## config.mk

```make
export PLATFORM = sky130hd
export DESIGN_NAME = kronos_imem_bridge
export DESIGN_NICKNAME = d
export VERILOG_FILES = /design/src/rtl/kronos_imem_bridge.sv
export SDC_FILE = /design/constraint.sdc
export NUM_CORES = 1
export LEC_CHECK = 0
export BUFFER_PORTS_ARGS = -buffer_cell sky130_fd_sc_hd__buf_2
export CAP_MARGIN = 20
export CORE_MARGIN = 5
export CORE_UTILIZATION = 58
export CTS_CLUSTER_DIAMETER = 50
export DETAILED_ROUTE_END_ITERATION = 8
export PLACE_DENSITY = 0.85
export RECOVER_POWER = 50
export SYNTH_ARGS = -nofsm -noshare
export SYNTH_HDL_FRONTEND = slang
export SYNTH_SLANG_ARGS = --single-unit
```

## constraint.sdc

```tcl
create_clock -name clk -period 6.5 [get_ports clk]
set_clock_uncertainty 0.2 [all_clocks]
set_input_delay 0.65 -clock clk [delete_from_list [all_inputs] [get_ports clk]]
set_output_delay 0.65 -clock clk [all_outputs]
set_load 0.05 [all_outputs]
```

## src/rtl/kronos_imem_bridge.sv

```systemverilog
// kronos_imem_bridge
//   Bridges the core's instruction fetch port onto a Wishbone B4 classic
//   read-only master. Every miss becomes one single-beat read cycle. A
//   one-word result buffer answers stalls and repeated addresses without
//   going back to the bus. Bus errors and timeouts fill the buffer with
//   ERR_INSTR and flag instr_err.
//
//   Ports
//     clk, rst          clock, synchronous active-high reset
//     instr_addr/req    fetch address (bits [1:0] ignored) and request
//     instr_data/ack    buffered word; ack means the word belongs to the
//                       address presented in the previous cycle
//     instr_err         qualifies instr_ack: word came from error/timeout
//     wb_*              Wishbone B4 classic master (read only)
module kronos_imem_bridge #(
    parameter logic [31:0] ERR_INSTR = 32'h0000_0000,
    parameter int unsigned TIMEOUT   = 16
) (
    input  logic        clk,
    input  logic        rst,
    input  logic [31:0] instr_addr,
    input  logic        instr_req,
    output logic [31:0] instr_data,
    output logic        instr_ack,
    output logic        instr_err,
    output logic [31:0] wb_adr_o,
    input  logic [31:0] wb_dat_i,
    output logic        wb_cyc_o,
    output logic        wb_stb_o,
    output logic        wb_we_o,
    output logic [3:0]  wb_sel_o,
    input  logic        wb_ack_i,
    input  logic        wb_err_i
);

    localparam int CNT_W = (TIMEOUT > 0) ? $clog2(TIMEOUT + 1) : 1;
    localparam logic [CNT_W-1:0] CNT_LAST = (TIMEOUT > 0) ? CNT_W'(TIMEOUT - 1) : '0;

    typedef enum logic {
        IDLE = 1'b0,
        BUS  = 1'b1
    } state_e;

    state_e            state_q, state_d;
    logic [29:0]       addr_q;
    logic              req_q;
    logic              buf_vld_q, buf_vld_d;
    logic [29:0]       buf_addr_q, buf_addr_d;
    logic [31:0]       buf_data_q, buf_data_d;
    logic              buf_err_q, buf_err_d;
    logic [29:0]       bus_addr_q, bus_addr_d;
    logic [CNT_W-1:0]  cnt_q, cnt_d;

    logic              hit;
    logic              launch;
    logic              fill_en;
    logic              fill_err;
    logic [29:0]       fill_addr;

    // Byte-offset bits of the fetch address carry no information here.
    logic unused_addr_bits;
    assign unused_addr_bits = ^instr_addr[1:0];

    assign hit    = buf_vld_q && (buf_addr_q == instr_addr[31:2]);
    assign launch = (state_q == IDLE) && instr_req && !hit && !rst;

    // Strobe goes out in the launch cycle itself so a zero-wait slave can
    // answer immediately; reset kills the cycle combinationally.
    assign wb_cyc_o = !rst && (launch || (state_q == BUS));
    assign wb_stb_o = wb_cyc_o;
    assign wb_adr_o = (state_q == BUS) ? {bus_addr_q, 2'b00} : {instr_addr[31:2], 2'b00};
    assign wb_we_o  = 1'b0;
    assign wb_sel_o = 4'hF;

    // Response is built from registers only; rst masks it in the reset cycle.
    assign instr_ack  = !rst && req_q && buf_vld_q && (buf_addr_q == addr_q);
    assign instr_data = buf_data_q;
    assign instr_err  = buf_err_q && instr_ack;

    always_comb begin
        state_d    = state_q;
        bus_addr_d = bus_addr_q;
        cnt_d      = cnt_q;
        buf_vld_d  = buf_vld_q;
        buf_addr_d = buf_addr_q;
        buf_data_d = buf_data_q;
        buf_err_d  = buf_err_q;
        fill_en    = 1'b0;
        fill_err   = 1'b0;
        fill_addr  = bus_addr_q;

        case (state_q)
            IDLE: begin
                if (launch) begin
                    fill_addr = instr_addr[31:2];
                    if (wb_err_i) begin
                        fill_en  = 1'b1;
                        fill_err = 1'b1;
                    end else if (wb_ack_i) begin
                        fill_en = 1'b1;
                    end else begin
                        state_d    = BUS;
                        bus_addr_d = instr_addr[31:2];
                        cnt_d      = '0;
                    end
                end
            end
            BUS: begin
                // Error has priority over ack when both arrive together.
                if (wb_err_i) begin
                    fill_en  = 1'b1;
                    fill_err = 1'b1;
                    state_d  = IDLE;
                end else if (wb_ack_i) begin
                    fill_en = 1'b1;
                    state_d = IDLE;
                end else if ((TIMEOUT != 0) && (cnt_q == CNT_LAST)) begin
                    fill_en  = 1'b1;
                    fill_err = 1'b1;
                    state_d  = IDLE;
                end else begin
                    cnt_d = cnt_q + CNT_W'(1);
                end
            end
            default: state_d = IDLE;
        endcase

        if (fill_en) begin
            buf_vld_d  = 1'b1;
            buf_addr_d = fill_addr;
            buf_data_d = fill_err ? ERR_INSTR : wb_dat_i;
            buf_err_d  = fill_err;
        end
    end

    always_ff @(posedge clk) begin
        if (rst) begin
            state_q    <= IDLE;
            buf_vld_q  <= 1'b0;
            buf_data_q <= '0;
            buf_err_q  <= 1'b0;
            req_q      <= 1'b0;
            cnt_q      <= '0;
        end else begin
            state_q    <= state_d;
            buf_vld_q  <= buf_vld_d;
            buf_data_q <= buf_data_d;
            buf_err_q  <= buf_err_d;
            req_q      <= instr_req;
            cnt_q      <= cnt_d;
        end
    end

    // Address registers are only meaningful alongside their valid/state
    // flags, so they carry no reset.
    always_ff @(posedge clk) begin
        addr_q     <= instr_addr[31:2];
        buf_addr_q <= buf_addr_d;
        bus_addr_q <= bus_addr_d;
    end

endmodule

```

Word-level counts from Yosys, hierarchy flattened. Cells that the tools add are included.

Register bits: 131. Bits in latches: 0. Bits in writable memories: 0. Bits in read-only memories: 0. Input port bits: 69. Memories kept: 0.

Add/sub/neg operators: 1. Multipliers: 0. Divide/modulo/power cells: 0. Order comparisons: 0. Equality and inequality tests: 9. Shift operators: 0. Muxes and demuxes: 30. Bitwise logic cells: 3. Reductions and logical operators: 14.

Operator list (number): $mux W32 (2); $eq A30 B30 Y1 (2); $mux W30 (2); $mux W5 (6); $mux W1 (16); $ne A2 B2 Y1 const B (6); $pmux W5 S2 (1); $logic_and A1 B1 Y1 (9); $pmux W1 S2 (3); $reduce_and A6 Y1 (1); $add A5 B1 Y5 const B (1); $eq A5 B4 Y1 const B (1); $reduce_and A4 Y1 (1); $not A1 Y1 (3); $logic_not A1 Y1 (2); $logic_or A1 B1 Y1 (1).

Longest topological paths before layout. Gate-level depths: netlist (run 1).

Depth after elaboration: 8. Gate-level depth with buffers: 9. Mapped depth without buffers: 8.

Least setup slack after synthesis (run 1). Ideal clock, no wire load.

Path kind: reg2out. From: register buf_addr_q[23]. To: output instr_err. Data arrival time: 3084 ps. Data required time: 5650 ps. Path slack: 2566 ps. Stages on the path, launching flop included: 6. Path buffers: 0. Cell sequence: edfxtp_1 > xor2_1 > nor4_1 > nand4_1 > nor4_1 > and2_1.

Longest elaborated chain between the ends: 3.

RTL lines: from (decl) (RTL line 48) `logic [29:0] buf_addr_q, buf_addr_d;`; from (signal assigned) (RTL line 158) `buf_addr_q <= buf_addr_d;`; $eq A30 B30 Y1 (RTL line 76) `assign instr_ack = !rst && req_q && buf_vld_q && (buf_addr_q == addr_q);`; $logic_and A1 B1 Y1 (RTL line 76); via instr_ack (RTL line 24) `output logic instr_ack,`; $logic_and A1 B1 Y1 (RTL line 78) `assign instr_err = buf_err_q && instr_ack;`; to (decl) (RTL line 25) `output logic instr_err,`.

The timed path passes the listed nets, and every way through them passes these cells.

Worst setup path after layout (run 1).
From: input rst. To: output wb_cyc_o.

Longest elaborated chain between the ends: 4.

RTL lines: from (decl) (RTL line 20) `input logic rst,`; $logic_not A1 Y1 (*) (RTL line 65, 69); $logic_and A1 B1 Y1 (RTL line 65) `assign launch = (state_q == IDLE) && instr_req && !hit && !rst;`; $logic_or A1 B1 Y1 (RTL line 69) `assign wb_cyc_o = !rst && (launch || (state_q == BUS));`; $logic_and A1 B1 Y1 (*) (RTL line 69); to (decl) (RTL line 28) `output logic wb_cyc_o,`.

Mark *: on every way between the ends. The rest lies on a longest branch, timed or not.

==> results.sh, run 1 <==
export IMPL_outcome="finished, violations left"
export IMPL_violations="max-capacitance violations, max-slew violations"
export IMPL_timing_rr_start="state_q"
export IMPL_insertion_delay_ps=520
export IMPL_rows=37
export IMPL_first_iter_violations=247
export IMPL_cp_arrival_ps=3550
export IMPL_r2r_cells=4
export IMPL_grt_usage_pct=22.07
export IMPL_cts_root_buf="clkbuf_8"
export IMPL_initial_core_util_pct=58.63
export IMPL_area_growth_syn_to_layout_pct=20.42
export IMPL_port_buffers=132
export IMPL_syn_inst=482
export IMPL_startpoint="rst"
export IMPL_cts_resized=0
export IMPL_slew_headroom_pct=-70.75
export IMPL_fin_crit_ps=4401
export IMPL_cts_htree_levels=4
export IMPL_drc_errors=0
export IMPL_ir_drop_uv=200.8
export IMPL_synth_top_area_share_pct=30.31
export IMPL_fin_tns_setup_ps=0
export IMPL_worst_path_max_fanout=71
export IMPL_grt_pass1_vias=4227
export IMPL_routedWlPerCell_um=17.78
export IMPL_met2_usage_pct=36.75
export IMPL_ys_ff_latch=131
export IMPL_fin_area_mm2=0.007158
export IMPL_grt_ovfl_total=0
export IMPL_antenna_found_initial=0
export IMPL_diodes=0
export IMPL_layout_common_cells="76 x clkbuf_1, 71 x dfxtp_1, 60 x edfxtp_1"
export IMPL_drtPass1Iterations=5
export IMPL_hold_class="in2reg"
export IMPL_use_met3_pct=6.605
export IMPL_tightest_slew_ps=2561
export IMPL_finalSetupViolCount=0
export IMPL_hold_viol=0
export IMPL_placed_cell_area_mm2=0.006679
export IMPL_ios=142
export IMPL_cts_path_max_buffers=2
export IMPL_dpl_cell_count=727
export IMPL_grt_busiest_layer="met2"
export IMPL_finalPower_mw=2.106
export IMPL_final_setup_worst_slack_ps=2099
export IMPL_totalWireLength_um=13510
export IMPL_ys_warn_count=0
export IMPL_die_y_um=111.2
export IMPL_met1_usage_pct=27.00
export IMPL_p_per_area_mw_per_mm2=294.3
export IMPL_critPathKind="in2out"
export IMPL_r2r_setup_slack_ps=3280
export IMPL_cp_endpoint="wb_cyc_o"
export IMPL_syn_area_per_cell_um2=12.33
export IMPL_final_common_cell="clkbuf_1"
export IMPL_vias=4175
export IMPL_cap_viol_max_count=1
export IMPL_cts_setup_buffers=0
export IMPL_cts_hold_fix_buffers=0
export IMPL_final_nets=682
export IMPL_final_cell_count_no_fill=760
export IMPL_rsz0062_at_grt="no"
export IMPL_p_leak_nw=2.580
export IMPL_clkSlewWorstSetupHoldPaths_ps=60
export IMPL_hpwl_um=8915
export IMPL_die_w_um=111.2
export IMPL_cts_tree="built"
export IMPL_drive_gt1_share_pct=25.32
export IMPL_synth_seq_area_share_pct=54.22
export IMPL_worstPathRequired_ps=5650
export IMPL_synth_area_top_cells="edfxtp_1 30%, dfxtp_1 24%, mux2_4 7.3%"
export IMPL_final_period_utilization_pct=67.70
export IMPL_ant_nets=0
export IMPL_dieArea_mm2=0.01237
export IMPL_start_kind="input pin"
export IMPL_core_mm2=0.01014
export IMPL_via_per_inst=5.493
export IMPL_drv_slew=72
export IMPL_netlist_area_mm2=0.005944
export IMPL_end_kind="output port"
export IMPL_place_ws_ps=3259
export IMPL_worstReg2RegEnd="buf_addr_q[14]"
export IMPL_cts_buffers_inserted=17
export IMPL_cts_sinks=131
export IMPL_yosys_area_top_type="edfxtp_1"
export IMPL_timing_fmax_mhz=227.2
export IMPL_grt_pass1_wl_um=21820
export IMPL_synth_cell_type_count=39
export IMPL_grt_max_degree=72
export IMPL_finalWeightedCongestion=0.8242
worst min-delay path by stage:
stage,start,end,slack [ps],depth (start not counted)
2_1_floorplan,buf_vld_q,buf_vld_q,270,2
3_3_place_gp,instr_data[19],instr_data[19],250,2
3_5_place_dp,instr_data[15],instr_data[15],250,2
4_1_cts,instr_addr[29],addr_q[27],80,1
5_1_grt,instr_addr[29],addr_q[27],120,1
6_report,instr_addr[19],addr_q[17],140,1
metrics by stage:
stage / hold slack, ps / util [%]
floorplan: 272.2 / -
global placement: 249.6 / 65.58
detailed placement: 251.9 / 65.88
CTS: 84.58 / 71.71
global route: 118.5 / 70.60
finish: 135.4 / 70.60
state kept, by name, indices dropped and copies added (netlist names):
| name | count |
|---|---|
| buf_err_q | 1 |
| cnt_q | 5 |
| instr_data | 32 |
| addr_q | 30 |
| buf_addr_q | 30 |
| bus_addr_q | 30 |
| buf_vld_q | 1 |
| state_q | 1 |
| req_q | 1 |
worst max-delay path, cell delays in order:
cell and delay (ps):
clkbuf_1 260, clkbuf_1 1860, a2111oi_4 170, nor2_1 200
nor2_1 60, buf_2 320
synthesized netlist by cell type, drive strengths merged:
| library cell | count |
|---|---|
| inv | 4 |
| nor3b | 32 |
| clkbuf | 19 |
| nand3b | 3 |
| and2 | 1 |
| mux2 | 60 |
| nor3 | 8 |
| nand3 | 3 |
| a2111oi | 1 |
| and3 | 1 |
| o21ai | 66 |
| xor2 | 21 |
| or3 | 1 |
| nor4 | 7 |
| o32ai | 2 |
| xnor2 | 41 |
| o21bai | 1 |
| a21oi | 3 |
| edfxtp | 60 |
| dfxtp | 71 |
| conb | 2 |
| nor2b | 1 |
| buf | 16 |
| a21o | 1 |
| nand2b | 33 |
| nor2 | 6 |
| nand4 | 11 |
| nand2 | 5 |
| ha | 2 |
kinds of logic after synthesis:
group | after synthesis | share of synthesized area (%)
AOI/OAI and AO/OA | 74 | 6.883
other | 2 | 0.1263
buffers and inverters | 39 | 3.431
DFF | 131 | 54.22
and+or+nand+nor | 112 | 12.59
muxes | 60 | 13.20
xor gates and xnor gates | 62 | 9.135
adders and majority gates | 2 | 0.4209
area by class of cell:
class	instances	area, µm²
Clock buffer	19	431.7
Clock inverter	13	160.2
Fill cell	751	2980
Inverter	4	15.01
Multi-Input combinational cell	317	2521
Sequential cell	131	3223
Tap cell	136	170.2
Timing Repair Buffer	140	636.9
power breakdown:
part / internal [mW] / switching [mW]
sequential: 0.899 / 0.0209
clock: 0.593 / 0.349
combinational: 0.0846 / 0.160
per-layer routing:
metal  share of wire [%]  wire length, µm
met1                  42             5653
met4                 2.5              333
met2                  50             6746
met3                 5.7              775
met5                   0                0
Note: power is estimated with default switching activity, not from simulation.
==> inputs of run 2 (changes only) <==
--- a/config.mk
+++ b/config.mk
@@ -8,10 +8,10 @@
 export BUFFER_PORTS_ARGS = -buffer_cell sky130_fd_sc_hd__buf_2
 export CAP_MARGIN = 20
 export CORE_MARGIN = 5
-export CORE_UTILIZATION = 58
+export CORE_UTILIZATION = 48
 export CTS_CLUSTER_DIAMETER = 50
 export DETAILED_ROUTE_END_ITERATION = 8
-export PLACE_DENSITY = 0.85
+export PLACE_DENSITY = 0.76
 export RECOVER_POWER = 50
 export SYNTH_ARGS = -nofsm -noshare
 export SYNTH_HDL_FRONTEND = slang
==> constraint.sdc (replaced) <==
create_clock -name clk -period 3.8 [get_ports clk]
set_clock_uncertainty 0.2 [all_clocks]
set_input_delay 0.38 -clock clk [delete_from_list [all_inputs] [get_ports clk]]
set_output_delay 0.38 -clock clk [all_outputs]
set_load 0.05 [all_outputs]
==> run 2 against run 1 <==
Compared with the run above:
- highest routed layer unchanged
- the run now ends clean
- cell count is 8.4% higher
- critical endpoint unchanged
- cell area is 4.9% higher
- largest power group unchanged
- first-iteration DRC count is 9.7% higher
- non-clock buffer count is 31 higher
==> results.sh, run 2 (synthesized netlist as in run 1, its figures left out) <==
export IMPL_placed_cell_area_mm2=0.006719
export IMPL_timing_fmax_mhz=301.1
export IMPL_final_nets=713
export IMPL_r2r_cells=7
export IMPL_fin_crit_ps=3321
export IMPL_ir_drop_uv=281.5
export IMPL_critPathKind="in2out"
export IMPL_r2r_setup_slack_ps=840
export IMPL_dieArea_mm2=0.01471
export IMPL_drtPass1Iterations=5
export IMPL_drc_errors=0
export IMPL_hpwl_um=9206
export IMPL_grt_max_degree=54
export IMPL_final_setup_worst_slack_ps=478.8
export IMPL_rsz0062_at_grt="no"
export IMPL_cp_arrival_ps=2740
export IMPL_final_period_utilization_pct=87.40
export IMPL_routedWlPerCell_um=16.77
export IMPL_insertion_delay_ps=420
export IMPL_start_kind="input pin"
export IMPL_cts_root_buf="clkbuf_16"
export IMPL_fin_area_mm2=0.007506
export IMPL_tightest_slew_ps=1160
export IMPL_startpoint="instr_addr[3]"
export IMPL_finalSetupViolCount=0
export IMPL_p_per_area_mw_per_mm2=489.0
export IMPL_ant_nets=0
export IMPL_rows=40
export IMPL_cts_htree_levels=4
export IMPL_final_cell_count_no_fill=824
export IMPL_grt_ovfl_total=0
export IMPL_register_area_mm2=0.003223
export IMPL_timing_rr_start="buf_addr_q[14]"
export IMPL_cts_buffers_inserted=17
export IMPL_largest_register_ff_count=32
export IMPL_area_growth_syn_to_layout_pct=26.27
export IMPL_dpl_cell_count=760
export IMPL_drive_gt1_share_pct=24.27
export IMPL_worst_path_max_fanout=12
export IMPL_cap_viol_max_count=0
export IMPL_multi_input_area_mm2=0.002509
export IMPL_via_per_inst=5.087
export IMPL_slew_headroom_pct=22.65
export IMPL_layout_common_cells="74 x clkbuf_1, 71 x dfxtp_1, 60 x edfxtp_1"
export IMPL_totalWireLength_um=13820
export IMPL_worstPathRequired_ps=3220
export IMPL_hold_class="in2reg"
export IMPL_cts_resized=0
export IMPL_grt_pass1_wl_um=21520
export IMPL_fin_tns_setup_ps=0
export IMPL_final_common_cell="clkbuf_1"
export IMPL_place_ws_ps=770.6
export IMPL_fillers=960
export IMPL_drv_slew=0
export IMPL_end_kind="output port"
export IMPL_finalWeightedCongestion=0.7847
export IMPL_p_leak_nw=2.697
export IMPL_port_buffers=132
export IMPL_core_mm2=0.01206
export IMPL_worstReg2RegEnd="instr_data[14]"
export IMPL_first_iter_violations=271
export IMPL_outcome="finished, final reports clean"
export IMPL_cts_tree="built"
export IMPL_die_w_um=121.3
export IMPL_vias=4192
export IMPL_initial_core_util_pct=49.28
export IMPL_hold_viol=0
export IMPL_die_y_um=121.3
export IMPL_grt_pass1_vias=4165
export IMPL_grt_usage_pct=18.80
export IMPL_cts_path_max_buffers=2
export IMPL_cts_sinks=131
export IMPL_cp_endpoint="wb_cyc_o"
export IMPL_clkSlewWorstSetupHoldPaths_ps=50
export IMPL_antenna_found_initial=1
export IMPL_ios=142
==> run 2: cell types whose count changed in the layout (fill, tap and decap cells not counted), moves of 3 or more <==
cell | previous run | this run
mux2_1 | 4 | 8
buf_4 | 4 | 7
dlygate4sd3_1 | 0 | 30
mux2_4 | 25 | 21
==> run 2: metrics by stage <==
step	utilization, %	hold WS (ps)	power [mW]
after CTS	63.25	50.22	3.717
after global routing	62.23	101.9	3.792
final	62.23	74.37	3.671
after floorplan	-	207.7	1.911
after global placement	55.58	250.4	2.017
after detailed placement	55.71	256.9	2.030
==> run 2: what timing repair did <==
action | in CTS | in global routing
setup buffers | 0 | 0
hold buffers | 30 | 0
endpoints found under the hold margin | 46 | 0
==> run 2: area by class of cell <==
type	instances	share of cell area, %
clock buffers	17	5.668
well taps	168	2.800
clock inverters	15	2.450
multi-input cells	317	33.42
inverters	4	0.2000
diodes	1	0.03334
repair buffers	171	12.49
flip-flops and latches	131	42.94
==> run 2: critical path: stages <==
cell and delay [ps]:
dlygate4sd3_1 520, clkbuf_1 240, xnor2_1 160, nand4_1 170, nor4_4 440, a2111oi_4 130, buf_4 250, nor2_1 100
nor2_1 60, buf_2 280
==> run 2: layer usage <==
metal	vias to the layer above	GRT usage, %	wire length, µm
li1	2031	-	-
met1	2018	24.48	6048
met2	121	30.05	6813
met3	22	4.289	644
met4	0	8.053	311
met5	-	0	0
==> run 2: worst min-delay path by stage <==
stage	from	endpoint	slack [ps]	cells past startpoint
floorplan	instr_addr[2]	addr_q[0]	210	0
global route	instr_req	req_q	100	3
detailed placement	instr_data[18]	instr_data[18]	260	2
finish	instr_req	req_q	70	3
global placement	instr_data[10]	instr_data[10]	250	2
CTS	instr_req	req_q	50	3
==> run 2: report_power, final <==
group / total (mW) / internal (mW) / switching [mW]
registers: 1.57 / 1.54 / 0.0334
logic: 0.440 / 0.162 / 0.278
clock network: 1.66 / 1.03 / 0.626
